**src/rtl/ca1_pkg.sv**
```systemverilog
// Shared types and defaults for the CA1 operand path.
package ca1_pkg;

   typedef enum logic [2:0] {IDLE, SHIFT, CHECK, FULL, LOAD} deser_state_t;

   localparam int unsigned DESER_DEFAULT_WIDTH = 5;

endpackage

```
**src/rtl/sipo_shifter.sv**
```systemverilog
// LSB-first serial-in/parallel-out shift register with an accepted-bit counter.
module sipo_shifter #(
   parameter int unsigned WIDTH = 5,
   parameter int unsigned CNT_W = $clog2(WIDTH + 1)
) (
   input  logic             clk,
   input  logic             rst,
   input  logic             shift_en,
   input  logic             sin,
   input  logic             clr,
   output logic [WIDTH-1:0] word,
   output logic [CNT_W-1:0] count
);

   logic [WIDTH-1:0] word_q;
   logic [CNT_W-1:0] count_q;

   always_ff @(posedge clk or negedge rst) begin
      if (!rst) begin
         word_q  <= '0;
         count_q <= '0;
      end else if (clr) begin
         word_q  <= '0;
         count_q <= '0;
      end else if (shift_en) begin
         word_q  <= {sin, word_q[WIDTH-1:1]};
         count_q <= count_q + CNT_W'(1);
      end
   end

   assign word  = word_q;
   assign count = count_q;

endmodule

```
**src/rtl/operand_deserializer.sv**
```systemverilog
// Serial-to-parallel operand source issuing a one-cycle sload to a parallel-load register.
// Optional even-parity check on each word when PARITY_CHK_EN is defined (adds port perr).
module operand_deserializer
   import ca1_pkg::*;
#(
   parameter  int unsigned WIDTH = DESER_DEFAULT_WIDTH,
   localparam int unsigned CNT_W = $clog2(WIDTH + 1)
) (
   input  logic             clk,
   input  logic             rst,
   input  logic             sin,
   input  logic             sin_valid,
   output logic             sin_ready,
   input  logic             dst_ready,
   output logic [WIDTH-1:0] pout,
   output logic             sload,
   output logic             busy
`ifdef PARITY_CHK_EN
   ,
   output logic             perr
`endif
);

   deser_state_t     state_q, state_d;
   logic [WIDTH-1:0] pout_q, pout_d;
   logic [WIDTH-1:0] word;
   logic [CNT_W-1:0] count;
   logic             accept;
   logic             shift_en;
   logic             clr;
   logic             last_bit;
   logic [WIDTH-1:0] next_word;

   assign accept    = sin_valid && sin_ready;
   assign next_word = {sin, word[WIDTH-1:1]};
   assign last_bit  = accept && (count == CNT_W'(WIDTH - 1));
   // The parity bit is consumed in CHECK but never enters the data shifter.
   assign shift_en  = accept && (state_q != CHECK);

   sipo_shifter #(
      .WIDTH (WIDTH),
      .CNT_W (CNT_W)
   ) u_shifter (
      .clk      (clk),
      .rst      (rst),
      .shift_en (shift_en),
      .sin      (sin),
      .clr      (clr),
      .word     (word),
      .count    (count)
   );

`ifdef PARITY_CHK_EN
   logic perr_q, perr_d;
`endif

   always_comb begin
      state_d = state_q;
      pout_d  = pout_q;
      clr     = 1'b0;
`ifdef PARITY_CHK_EN
      perr_d  = 1'b0;
`endif
      unique case (state_q)
         IDLE: begin
            if (accept) state_d = SHIFT;
         end
         SHIFT: begin
            if (last_bit) begin
`ifdef PARITY_CHK_EN
               state_d = CHECK;
`else
               state_d = FULL;
               pout_d  = next_word;
`endif
            end
         end
`ifdef PARITY_CHK_EN
         CHECK: begin
            if (accept) begin
               if ((^word ^ sin) == 1'b0) begin
                  pout_d  = word;
                  state_d = FULL;
               end else begin
                  perr_d  = 1'b1;
                  clr     = 1'b1;
                  state_d = IDLE;
               end
            end
         end
`endif
         FULL: begin
            if (dst_ready) state_d = LOAD;
         end
         LOAD: begin
            clr     = 1'b1;
            state_d = IDLE;
         end
         default: begin
            clr     = 1'b1;
            state_d = IDLE;
         end
      endcase
   end

   always_ff @(posedge clk or negedge rst) begin
      if (!rst) begin
         state_q <= IDLE;
         pout_q  <= '0;
      end else begin
         state_q <= state_d;
         pout_q  <= pout_d;
      end
   end

`ifdef PARITY_CHK_EN
   always_ff @(posedge clk or negedge rst) begin
      if (!rst) perr_q <= 1'b0;
      else      perr_q <= perr_d;
   end
   assign perr = perr_q;
   assign sin_ready = (state_q == IDLE) || (state_q == SHIFT) || (state_q == CHECK);
`else
   assign sin_ready = (state_q == IDLE) || (state_q == SHIFT);
`endif

   assign sload = (state_q == LOAD);
   assign busy  = (state_q != IDLE);
   assign pout  = pout_q;

endmodule

```
**config.mk**
```make
export PLATFORM = sky130hd
export DESIGN_NAME = operand_deserializer
export DESIGN_NICKNAME = d
export VERILOG_FILES = /design/src/rtl/ca1_pkg.sv /design/src/rtl/sipo_shifter.sv /design/src/rtl/operand_deserializer.sv
export SDC_FILE = /design/constraint.sdc
export NUM_CORES = 1
export LEC_CHECK = 0
export BUFFER_PORTS_ARGS = -buffer_cell sky130_fd_sc_hd__buf_2
export CAP_MARGIN = 20
export CORE_UTILIZATION = 37
export DETAILED_ROUTE_END_ITERATION = 10
export GPL_ROUTABILITY_DRIVEN = 0
export GPL_TIMING_DRIVEN = 1
export HOLD_SLACK_MARGIN = 0.1
export PLACE_DENSITY = 0.6
export SLEW_MARGIN = 10
export SYNTH_ARGS = -nofsm -noshare
export SYNTH_HDL_FRONTEND = slang
export SYNTH_SLANG_ARGS = --single-unit
```
**constraint.sdc**
```tcl
create_clock -name clk -period 1.3 [get_ports clk]
set_input_delay 0.26 -clock clk [delete_from_list [all_inputs] [get_ports clk]]
set_output_delay 0.26 -clock clk [all_outputs]
set_load 0.1 [all_outputs]
```
==> results of run 1 <==
==> worst reg2reg max path: stages, from the launching register on <==
cell and delay, ns:
dfrtp_1 0.41, buf_4 0.16, nor2b_4 0.11, and4_4 0.31, mux2_4 0.31
==> through the flow <==
step,hold WS [ns],setup slack (ns),TNS (ns)
after floorplan,-0.0356,-0.416,-1.17
after global placement,0.188,-0.0860,-0.432
after detailed placement,0.185,-0.0904,-0.461
after CTS,0.163,-0.264,-1.05
after global routing,0.167,-0.287,-1.43
final,0.176,-0.245,-1.07
==> logic make-up after synthesis <==
logic type / after synthesis / share of synthesized area (%)
mux: 9 / 15.3
flops: 15 / 49.8
simple gates: 26 / 18.8
fa+ha+maj: 2 / 3.32
compound gates: 9 / 7.81
buf+inv: 6 / 4.98
==> synthesized netlist by cell type <==
cell,count,area share (%)
dfrtp_1,15,50
and2_1,1,0.83
nand2_1,7,3.5
clkbuf_1,2,1.0
or3_1,1,0.83
or2b_1,1,1.0
a21oi_1,5,3.3
nand3_1,3,2.0
ha_1,2,3.3
inv_1,2,1.0
and3_1,1,0.83
nor3b_1,1,1.0
nor2b_1,2,1.7
mux2i_1,4,5.3
nand2b_1,1,0.83
and4_4,1,1.5
mux2_4,5,10
buf_6,2,3.0
o21bai_1,1,1.0
nor2_1,6,3.0
a2bb2oi_1,3,3.5
nor2b_4,1,1.8
==> area by class of cell <==
type	count	area, um2	area share (%)
clock inverter	1	5.00	0.434
clock buffer	3	22.5	1.95
timing repair buffer	29	325	28.2
multi-input combinational	46	387	33.5
inverter	2	7.51	0.651
tap	25	31.3	2.71
sequential	15	375	32.5
==> sequential cells by signal, summed over array words and instances, names as in the netlist <==
register	cells
u_shifter.count	3
pout	5
u_shifter.word	4
state_q	3
==> timing repair <==
item                                    CTS  global route
endpoints found under the setup margin    8            10
hold endpoints to repair                 15             0
hold buffers                              1             0
buffers inserted                          3             3
pin swaps                                 2             3
gates resized for setup                   7             7
==> routing by layer <==
metal  routed length (um)  share of wire [%]
met5                    0                  0
met4                   36                2.3
met3                   31                2.0
met2                  744                 47
met1                  757                 48
==> placed cells by master, fill, tap and decap left out <==
cell type	n
clkinv_2	1
nand2b_1	1
inv_2	1
dfrtp_1	15
or3_4	1
nand2_1	7
buf_6	4
clkbuf_4	3
a21oi_1	5
a2bb2oi_1	1
nor2_1	5
o21bai_1	1
dlygate4sd3_1	1
nand3_1	3
buf_2	4
buf_12	8
inv_1	1
and4_4	1
and2_1	1
buf_4	12
and3_1	1
nor3b_4	1
ha_2	1
mux2_4	5
a2bb2oi_2	2
ha_1	1
nor2_4	1
mux2i_1	4
nor2b_1	1
or2b_1	1
nor2b_4	2
==> final timing paths <==
| path | depth (start not counted) | slack [ns] | to |
|---|---|---|---|
| worst max-delay path | 2 | -0.24 | busy |
| worst min-delay path | 2 | 0.18 | state_q[1] |
| worst max register to register | 4 | -0.11 | pout[0] |
| worst min register to register | 1 | 0.54 | pout[0] |
| max in group asynchronous | 2 | 0.63 | state_q[1] |
| min in group asynchronous | 2 | 0.41 | pout[1] |
==> results.md, run 1 <==
- ANT nets after route: 0
- Synth cell types: 22
- Placed Area: 0.00102 mm2
- Top Ports: 13
- Max Freq: 647 MHz
- CP peak stage delay: 0.42 ns
- RR Startpoint: state_q[1]
- Slew margin rel.: 77.1%
- GRT busiest layer: met2
- Synthesized cell area: 753 um2
- Critical path fanouts, max: 3
- Kind of critical path: flop to output port
- Crit-path cells: or3_4, buf_12
- Rows: 15
- Tmin final: 1.54 ns
- Total CTS buffers: 3
- FF+latch count, synth: 15
- DRC: 0
- Largest net degree at the start of global routing: 16
- Setup crit start: state_q[2]
- Worst-path clk slew: 0.09 ns
- Sequential area share after synthesis: 49.8%
- Via count: 567
- CTS Root Cell: clkbuf_4
- Max-cap viol count: 0
- Slew of the pin with the lowest slew margin: 0.344 ns
- Unrepaired setup endpoints after global routing: yes
- Path type of the worst min-delay path: input port to flop
- Chip Height: 47.1 um
- # setup viols final: 8
- Failing checks: setup timing
- Slew Viols, Final: 0
- H-tree levels: 1
- Area Overhead vs Synth: 53.2%
- Avg Vias per Cell: 4.69
- Routed wire per std cell: 13.0 um
- Die area: 0.00222 mm2
- Total gr overflow: 0
- Core area: 0.00182 mm2
- Critical path endpoint category: output port
- Global-route wire length before repair: 2490 um
- Avg Inst Size Synth: 11.2 um2
- Die X: 47.1 um
- Synthesized instance count: 67
- Crit path max-delay family: flip-flops
- IO Port Bufs: 12
- Run status: finished, violations left
- Dpl cells: 110
- Met1 GRT Util: 22.4%
- Final WL: 1570 um
- Worst path slowest cell: dfrtp_1
- Final setup margin: -0.245 ns
- N_diodes: 0
- Setup Skew: 0.00629 ns
- Final period utilization: 119%
- Fraction of layout cells with a size suffix above 1: 49.0%
- Layout net count: 104
- Startpoint types: flop
- Initial antenna violation count: 0
- Syn_nets: 74
- CP arrival: 1.28 ns
- Total GRT Usage: 17.0%
- Bufs and invs on worst path: 1
- Hpwl dp: 1050 um
- Endpoints failing hold: 0
- Met3 Usage GRT: 2.31%
- Layout Cells excl Fill: 121
- Final instance area: 0.00115 mm2
- Iter 0 DRT Violations: 7
- Met2 usage: 25.6%
- Worst skew pair latency: 0.29 ns
- Initial core utilization: 41.4%
- Final core area utilization: 63.4%
- 1st-pass router iterations: 3
- Worst EP required: 1.04 ns
- Synthesis warning total: 0
- CTS tree: built
- Clk buf depth: 2
- Clock sinks: 15
- HP Start: dst_ready
- Vias in the first global route: 567
- Fill count: 156
Power of run 1 is not shown: default switching activity piles up to over one toggle a cycle in this logic, so the estimate is an artifact.
==> inputs of run 2 (changes only) <==
- REMOVE_ABC_BUFFERS: not set -> 1
==> results.md, run 2 (synthesis gave the netlist of run 1 again) <==
- Worst skew pair latency: 0.28 ns
- Clk buf depth: 2
- Tmin final: 1.56 ns
- Path type of the worst min-delay path: input port to flop
- CTS Root Cell: clkbuf_4
- Largest net degree at the start of global routing: 16
- Routed wire per std cell: 13.8 um
- Rows: 15
- Iter 0 DRT Violations: 6
- Vias in the first global route: 582
- Kind of critical path: flop to output port
- Final WL: 1650 um
- Clock sinks: 15
- DRC: 0
- Max FFs per register: 5
- Slew margin rel.: 76.9%
- Max Freq: 642 MHz
- Final setup margin: -0.258 ns
- CP arrival: 1.30 ns
- Die X: 47.1 um
- Setup TNS: -1.65 ns
- Via count: 587
- Run status: finished, violations left
- Worst EP required: 1.04 ns
- # setup viols final: 10
- N_diodes: 0
- Initial core utilization: 41.4%
- Core area: 0.00182 mm2
- Most frequent cells in the layout: dfrtp_1, buf_4, buf_12, nand2_1
- Chip Height: 47.1 um
- Hpwl dp: 1100 um
- Fraction of layout cells with a size suffix above 1: 50.0%
- Avg Vias per Cell: 4.93
- Endpoints failing hold: 0
- R2R setup slack: -0.21 ns
- Layout net count: 102
- Area Overhead vs Synth: 51.7%
- Unrepaired setup endpoints after global routing: yes
- Commonest non-fill, non-tap cell in the layout: dfrtp_1
- RR Endpoint: pout[2]
- Max-cap viol count: 0
- Startpoint types: flop
- Total gr overflow: 0
- IO Port Bufs: 12
- Slew Viols, Final: 0
- Top Ports: 13
- Final period utilization: 120%
- Hold path cells: 2
- ANT nets after route: 0
- Global-route wire length before repair: 2530 um
- CTS tree: built
- Total CTS buffers: 3
- 1st-pass router iterations: 4
- RR Startpoint: state_q[1]
- FF-to-FF path depth: 5
- Worst-path clk slew: 0.08 ns
- Total GRT Usage: 17.2%
- Setup Skew: 0.00143 ns
- Slew of the pin with the lowest slew margin: 0.346 ns
- Initial antenna violation count: 0
- Critical path endpoint category: output port
- Critical path fanouts, max: 4
- Min-Delay Endpoint: state_q[1]
- H-tree levels: 1
- HP Start: dst_ready
- Failing checks: setup timing
- Die area: 0.00222 mm2
==> run 2: cell count changes in the layout (fill, tap and decap cells not counted), sizes merged <==
cell and change:
clkbuf +1, clkinv -1, buf -2
==> run 2: worst max-delay path by stage <==
stage | start | end | slack (ns) | cells after the start
2_1_floorplan | state_q[1] | sload | -1.71 | 1
3_3_place_gp | state_q[2] | pout[4] | -0.02 | 3
3_5_place_dp | state_q[2] | pout[2] | -0.03 | 3
4_1_cts | state_q[0] | busy | -0.25 | 2
5_1_grt | state_q[1] | busy | -0.29 | 2
6_report | state_q[1] | busy | -0.26 | 2
==> run 2: metrics by stage <==
stage	std cells	util (%)	instance area, um2	worst slack, ns	hold slack (ns)
after floorplan	63	-	723	-1.71	-0.0356
after global placement	111	55.1	1000	-0.0202	0.182
after detailed placement	111	55.1	1000	-0.0251	0.182
after CTS	117	59.5	1080	-0.251	0.165
after global routing	119	62.7	1140	-0.288	0.163
final	119	62.7	1140	-0.258	0.174
==> run 2: cell type report <==
class / count / area [um2]
clock buffers: 4 / 26.3
fillers: 152 / 678
inverters: 2 / 7.51
multi-input cells: 46 / 394
flip-flops and latches: 15 / 377
well taps: 25 / 31.3
repair buffers: 27 / 307
==> run 2: timing repair <==
action | in CTS | in global routing
endpoints found under the setup margin | 8 | 11
endpoints found under the hold margin | 15 | 0
gates resized for setup | 10 | 10
setup buffers | 2 | 2
pin swaps | 2 | 9
hold buffers | 1 | 0
==> run 2: layer usage <==
metal  track usage (%)  share of wire (%)  vias up
met3              7.31                4.6        4
met5                 0                  0        -
met2              29.2                 51       18
met4              5.14                1.4        0
met1              19.8                 42      284
li1                  -                  -      281
==> run 2: worst max-delay path, stage by stage (launching register included) <==
cell and delay, ns:
dfrtp_2 0.43, or3_4 0.41, buf_12 0.17
Power of run 2 is left out for the same reason.
==> inputs of run 3 (changes only) <==
- RECOVER_POWER: not set -> 100
==> results.md, run 3 (synthesis gave the netlist of run 1 again) <==
- Max Freq: 643 MHz
- Layout net count: 102
- FF-to-FF path depth: 5
- Total CTS buffers: 3
- CP arrival: 1.29 ns
- Area Overhead vs Synth: 42.9%
- Most frequent cells in the layout: buf_4, dfrtp_1, nand2_1, mux2_4, nor2_1
- Unrepaired setup endpoints after global routing: yes
- Total gr overflow: 0
- Avg Vias per Cell: 4.91
- Final setup margin: -0.255 ns
- R2R setup slack: -0.20 ns
- Hpwl dp: 1100 um
- Run status: finished, violations left
- Slew margin rel.: 73.6%
- Final WL: 1660 um
- Worst-path clk slew: 0.08 ns
- Min-Delay Endpoint: state_q[1]
- Clk buf depth: 2
- Hold path cells: 2
- # setup viols final: 11
- IO Port Bufs: 12
- Bufs and invs on worst path: 1
- Core area: 0.00182 mm2
- HP Start: dst_ready
- RR Endpoint: pout[2]
- Chip Height: 47.1 um
- Initial antenna violation count: 0
- ANT nets after route: 0
- CTS Root Cell: clkbuf_4
- Global-route wire length before repair: 2530 um
- Pre-CTS setup slack: -0.0251 ns
- N_diodes: 0
- Fraction of layout cells with a size suffix above 1: 48.9%
- Crit-path cells: or3_4, buf_12
- Failing checks: setup timing
- Slew of the pin with the lowest slew margin: 0.395 ns
- Iter 0 DRT Violations: 6
- Worst path slowest cell: dfrtp_2
- DRC: 0
- Critical path endpoint category: output port
- Worst skew pair latency: 0.28 ns
- Top Ports: 13
- Total GRT Usage: 17.2%
- Path type of the worst min-delay path: input port to flop
- Final core area utilization: 59.1%
- Max FFs per register: 5
- H-tree levels: 1
- Crit path max-delay family: flip-flops
- Hold slack final: 0.177 ns
- RR Startpoint: state_q[1]
- Vias in the first global route: 582
- Largest net degree at the start of global routing: 16
- Final period utilization: 120%
- Initial core utilization: 41.4%
- 1st-pass router iterations: 4
- Rows: 15
- Max-cap viol count: 0
- Routed wire per std cell: 13.9 um
- Die X: 47.1 um
- Fill count: 161
- Worst EP required: 1.04 ns
- Via count: 584
- CTS tree: built
- Setup Skew: 0.000854 ns
- Die area: 0.00222 mm2
- Clock sinks: 15
- Kind of critical path: flop to output port
- Critical path fanouts, max: 4
- CP peak stage delay: 0.43 ns
- Slew Viols, Final: 0
- Tmin final: 1.55 ns
- Endpoints failing hold: 0
- Startpoint types: flop
[run 3: per-stage QoR]
stage	cells	cell area [um2]	TNS (ns)
after CTS	117	1080	-1.14
after global routing	119	1080	-2.29
after floorplan	63	723	-3.12
after global placement	111	1000	-0.111
final	119	1080	-1.67
after detailed placement	111	1000	-0.0986
[run 3: worst max path at each step]
stage               depth (start not counted)       to  startpoint
finish                                      2     busy  state_q[1]
global route                                2     busy  state_q[1]
CTS                                         2     busy  state_q[0]
detailed placement                          3  pout[2]  state_q[2]
global placement                            3  pout[4]  state_q[2]
floorplan                                   1    sload  state_q[1]
[run 3: layer usage]
| metal | vias up | wire length, um | global-route usage (%) | share of wire (%) |
|---|---|---|---|---|
| li1 | 281 | - | - | - |
| met1 | 279 | 698 | 19.8 | 42 |
| met2 | 18 | 838 | 29.2 | 51 |
| met3 | 6 | 92 | 7.31 | 5.5 |
| met4 | 0 | 29 | 5.14 | 1.7 |
| met5 | - | 0 | 0 | 0 |
[run 3: final cells by class]
class                   count  area [um2]  area share [%]
flip-flops and latches     15         377            35.0
well taps                  25        31.3            2.91
multi-input cells          46         394            36.6
repair buffers             27         240            22.3
clock buffers               4        26.3            2.44
inverters                   2        7.51           0.698
[run 3: timing repair]
| item | 4_1_cts | 5_1_grt |
|---|---|---|
| endpoints found under the setup margin | 8 | 11 |
| hold buffers | 1 | 0 |
| pin swaps | 2 | 9 |
| buffers inserted | 2 | 2 |
| resized for setup | 10 | 10 |
| hold endpoints to repair | 15 | 0 |
Power of run 3 is left out for the same reason.
